[src/rtl/rx_timer_ctrl.sv]
// Receive bit timer: times P-cycle bit periods for a B-bit frame, strobing at each bit end.
// Optional half-bit ALIGN phase before the first bit when RX_TIMER_ALIGN_EN is defined.
module rx_timer_ctrl #(
    parameter int NUM_CNT_BITS = 4,
    parameter int NUM_IDX_BITS = 4
) (
    input  logic                    clk,
    input  logic                    rst,
    input  logic                    start,
    input  logic                    abort,
    input  logic [NUM_CNT_BITS-1:0] clks_per_bit,
    input  logic [NUM_IDX_BITS-1:0] bits_per_frame,
    output logic                    busy,
    output logic                    sample_strobe,
    output logic [NUM_IDX_BITS-1:0] bit_index,
    output logic                    frame_done,
    output logic                    cfg_err
);

    typedef enum logic [1:0] {IDLE, ALIGN, RUN, DONE} state_t;

    localparam logic [NUM_CNT_BITS-1:0] CNT_ONE = NUM_CNT_BITS'(1);
    localparam logic [NUM_CNT_BITS-1:0] CNT_TWO = NUM_CNT_BITS'(2);
    localparam logic [NUM_IDX_BITS-1:0] IDX_ONE = NUM_IDX_BITS'(1);

    state_t                  state, state_nxt;
    logic [NUM_CNT_BITS-1:0] cnt, cnt_nxt;
    logic [NUM_CNT_BITS-1:0] p_q, p_nxt;
    logic [NUM_IDX_BITS-1:0] b_q, b_nxt;
    logic [NUM_IDX_BITS-1:0] idx, idx_nxt;
    logic                    cfg_err_nxt;
    logic                    cfg_ok;

    assign cfg_ok        = (clks_per_bit >= CNT_TWO) && (bits_per_frame >= IDX_ONE);
    assign busy          = (state != IDLE);
    assign sample_strobe = (state == RUN) && (cnt == p_q);
    assign frame_done    = (state == DONE);
    assign bit_index     = idx;

    always_ff @(posedge clk) begin
        if (rst) begin
            state   <= IDLE;
            cnt     <= '0;
            p_q     <= '0;
            b_q     <= '0;
            idx     <= '0;
            cfg_err <= 1'b0;
        end else begin
            state   <= state_nxt;
            cnt     <= cnt_nxt;
            p_q     <= p_nxt;
            b_q     <= b_nxt;
            idx     <= idx_nxt;
            cfg_err <= cfg_err_nxt;
        end
    end

    always_comb begin
        state_nxt   = state;
        cnt_nxt     = cnt;
        p_nxt       = p_q;
        b_nxt       = b_q;
        idx_nxt     = idx;
        cfg_err_nxt = 1'b0;
        case (state)
            IDLE: begin
                cnt_nxt = '0;
                idx_nxt = '0;
                if (start) begin
                    if (cfg_ok) begin
                        p_nxt   = clks_per_bit;
                        b_nxt   = bits_per_frame;
                        cnt_nxt = CNT_ONE;
`ifdef RX_TIMER_ALIGN_EN
                        state_nxt = ALIGN;
`else
                        state_nxt = RUN;
`endif
                    end else begin
                        cfg_err_nxt = 1'b1;
                    end
                end
            end
`ifdef RX_TIMER_ALIGN_EN
            ALIGN: begin
                // Half a bit period so that strobes land mid-bit
                if (cnt == (p_q >> 1)) begin
                    state_nxt = RUN;
                    cnt_nxt   = CNT_ONE;
                end else begin
                    cnt_nxt = cnt + CNT_ONE;
                end
            end
`endif
            RUN: begin
                if (sample_strobe) begin
                    cnt_nxt = CNT_ONE;
                    if (idx == b_q - IDX_ONE) begin
                        state_nxt = DONE;
                    end else begin
                        idx_nxt = idx + IDX_ONE;
                    end
                end else begin
                    cnt_nxt = cnt + CNT_ONE;
                end
            end
            DONE: begin
                state_nxt = IDLE;
                cnt_nxt   = '0;
                idx_nxt   = '0;
            end
            default: begin
                state_nxt = IDLE;
                cnt_nxt   = '0;
                idx_nxt   = '0;
            end
        endcase
        // Abort only redirects the next state; this cycle's outputs stand
        if (abort && (state != IDLE)) begin
            state_nxt = IDLE;
            cnt_nxt   = '0;
            idx_nxt   = '0;
        end
    end

endmodule

[config.mk]
export PLATFORM = sky130hd
export DESIGN_NAME = rx_timer_ctrl
export DESIGN_NICKNAME = d
export VERILOG_FILES = /design/src/rtl/rx_timer_ctrl.sv
export SDC_FILE = /design/constraint.sdc
export NUM_CORES = 1
export LEC_CHECK = 0
export ABC_CLOCK_PERIOD_IN_PS = 1970
export CAP_MARGIN = 20
export CORE_UTILIZATION = 30
export CTS_BUF_LIST = sky130_fd_sc_hd__clkbuf_8
export CTS_CLUSTER_SIZE = 40
export DETAILED_ROUTE_END_ITERATION = 8
export PLACE_DENSITY = 0.6
export RECOVER_POWER = 50
export SLEW_MARGIN = 40
export SYNTH_ARGS = -nofsm -noshare
export SYNTH_HDL_FRONTEND = slang
export SYNTH_SLANG_ARGS = --single-unit
[constraint.sdc]
create_clock -name clk -period 1.97 [get_ports clk]
set_clock_uncertainty 0.15 [all_clocks]
set_input_delay 0.591 -clock clk [delete_from_list [all_inputs] [get_ports clk]]
set_output_delay 0.591 -clock clk [all_outputs]
set_load 0.1 [all_outputs]
==> impl_metrics.ini <==
[placed_design]
port_buffers = 19
gp_congestion = 0.745
placed_area_um2 = 1310
dp_hpwl_um = 1510

[timing]
timing.final.ws_setup_ps = -61.2
fin_hold_ws_ps = 322
slew_headroom_pct = 64.2
worst_pin_slew_ps = 540
rsz0062_at_grt = true
period_needed_ps = 2030
timing.fmax_mhz = 492
slew_viol_final = 0
setup_viol = 1
hold_violations = 0
finalCritPeriodShare_pct = 103

[synth]
synth_area_leaders = dfxtp_1, mux2i_1, xnor2_1, nor2_1, ha_1
syn_area_per_cell_um2 = 9.07
synth_nets = 111
yosys_warnings = 0
ys_types = 24
async_flop_share_pct = 0
yosys-mux-area-fraction_pct = 9.20
synth_edf_count = 0
seq_area_frac_synth_pct = 43.7
yosys.area_share.simple_pct = 20.1
synth-seq-cells = 19
synth_ff_type = dfxtp_1
synthAdderAreaFrac_pct = 4.31
synth_compound_area_share_pct = 7.04
syn_area_um2 = 871
synth_top_family_by_area = simple AND/OR/NAND/NOR gates
synth-xor-area-share_pct = 13.1
yosys.area.top_type = dfxtp_1
synthCells = 96
yosys.area.top_type_share_pct = 43.7

[cts]
cts.path.max_buffers = 2
cts_sinks = 19
cts_tree = yes
htree_num_levels = 1
clk_root_buffer_cell = clkbuf_8
clock_latency_ps = 250
cts_hold_buf = 0
cts_buffers = 3
clkSlewWorstSetupHoldPaths_ps = 70

[pwr]
leakagePower_nw = 0.536
powerDensity_nw_per_um2 = 678
peakVddDrop_mv = 0.498

[detailed_routing]
drt_iter0_markers = 19
vias = 787
drc = 0
totalWireLength_um = 2070
antenna_left = 0
via_per_inst = 4.74
wl_per_cell_um = 12.5
drtPass1Iterations = 3

[status]
violations = setup timing
status = finished, violations left

[layout]
drive_gt1_share_pct = 38.5
layout_common_cells = nor2_1, buf_4, clkdlybuf4s50_1
fin_area_um2 = 1340
post-route-util_pct = 48.6
syn_to_final_growth_pct = 53.9
diodes = 0
fin_nets = 151

[min_path]
min_path_type = reg -> reg

[setup_path]
crit_type = reg -> out
critical_path_required_ps = 1230
end_kind = primary output
startpoint_type = register
crit_fanout = 2
arrival_ps = 1290

[job]
maxCapViolCount = 0

[grt]
grt_pass1_vias = 807
overflow = 0
grt_first_pass_wirelength_um = 3350
grt_max_degree = 12
grtUsageTotal_pct = 13.3
grt_antenna_before_repair = 0

[floorplan]
rows = 19
dieArea_um2 = 3120
dieWidth_um = 55.9
fp.dieH_um = 55.9
core_um2 = 2760
io_pins = 20
start_util_pct = 31.6
-- metal layers --
metal  vias to the layer above  share of wire, %  track usage, %
met4                         0              0.82            4.18
li1                        409                 -               -
met3                         2               2.9            1.86
met2                        12                55            24.1
met5                         -                 0               0
met1                       364                41            16.2
-- kinds of logic (layout without fill, tap and decap cells) --
| kind of cell | Yosys count | after routing |
|---|---|---|
| buffers and inverters | 6 | 45 |
| AOI/OAI and AO/OA | 10 | 10 |
| and+or+nand+nor | 37 | 37 |
| adders and majority gates | 3 | 3 |
| DFF | 19 | 19 |
| xor gates and xnor gates | 13 | 13 |
| muxes | 8 | 8 |
-- through the flow --
stage | setup slack [ps] | instances | TNS (ps) | total power [W]
floorplan | -19.0 | 96 | -19.0 | 0.000534
global placement | -171 | 159 | -1450 | 0.000625
detailed placement | -217 | 159 | -1890 | 0.000630
CTS | -62.0 | 166 | -62.0 | 0.000913
global route | -131 | 166 | -193 | 0.000955
finish | -61.2 | 166 | -61.2 | 0.000908
-- power breakdown --
group	leakage, nW	internal [W]	switching (W)
sequential	0.162	0.000396	0.0000138
clock	0.0255	0.000141	0.000132
combinational	0.349	0.000110	0.000116
total	0.536	0.000647	0.000261
-- registers in the layout (all words and copies together), names as in the netlist --
register and count:
p_q 4, bit_index 4, state 2, b_q 4
cnt 4, cfg_err 1
-- Yosys cell counts (all sizes together), types with 3 or more instances --
cell and number:
ha 3, nand3 3, nor2 17, xor2 4
nor3 5, a21oi 4, o21ai 3, dfxtp 19
mux2i 8, inv 4, or3 3, xnor2 9
nand2 3
-- final cells by class --
| type | instances | area [um2] |
|---|---|---|
| Fill cell | 268 | 1420 |
| Multi-Input combinational cell | 71 | 532 |
| Sequential cell | 19 | 407 |
| Timing Repair Buffer | 37 | 302 |
| Clock buffer | 3 | 41.3 |
| Tap cell | 31 | 38.8 |
| Inverter | 4 | 15.0 |
| Clock inverter | 1 | 5.00 |
-- worst max-delay path, stage by stage (launching register included) --
cell and delay [ps]:
dfxtp_2 340, xnor2_2 160, nand4_1 200, nor2_4 150
buf_12 180
-- worst paths after layout --
path / slack (ps) / end / cells after the start / from
setup / recovery: -60 / sample_strobe / 4 / p_q[3]$_SDFFE_PP0P_
hold / removal: 320 / state[1]$_SDFFE_PP0P_ / 1 / state[0]$_SDFFE_PP0P_
setup reg to reg: 50 / bit_index[2]$_SDFFE_PP0P_ / 7 / b_q[0]$_SDFFE_PP0P_
hold reg to reg: 320 / state[1]$_SDFFE_PP0P_ / 1 / state[0]$_SDFFE_PP0P_
-- what timing repair did --
| item | in CTS | in global routing |
|---|---|---|
| setup endpoints to repair | 3 | 13 |
| pin swaps | 4 | 10 |
| buffers inserted | 3 | 0 |
| resized for setup | 1 | 15 |
Power figures use the tool's default switching activity.
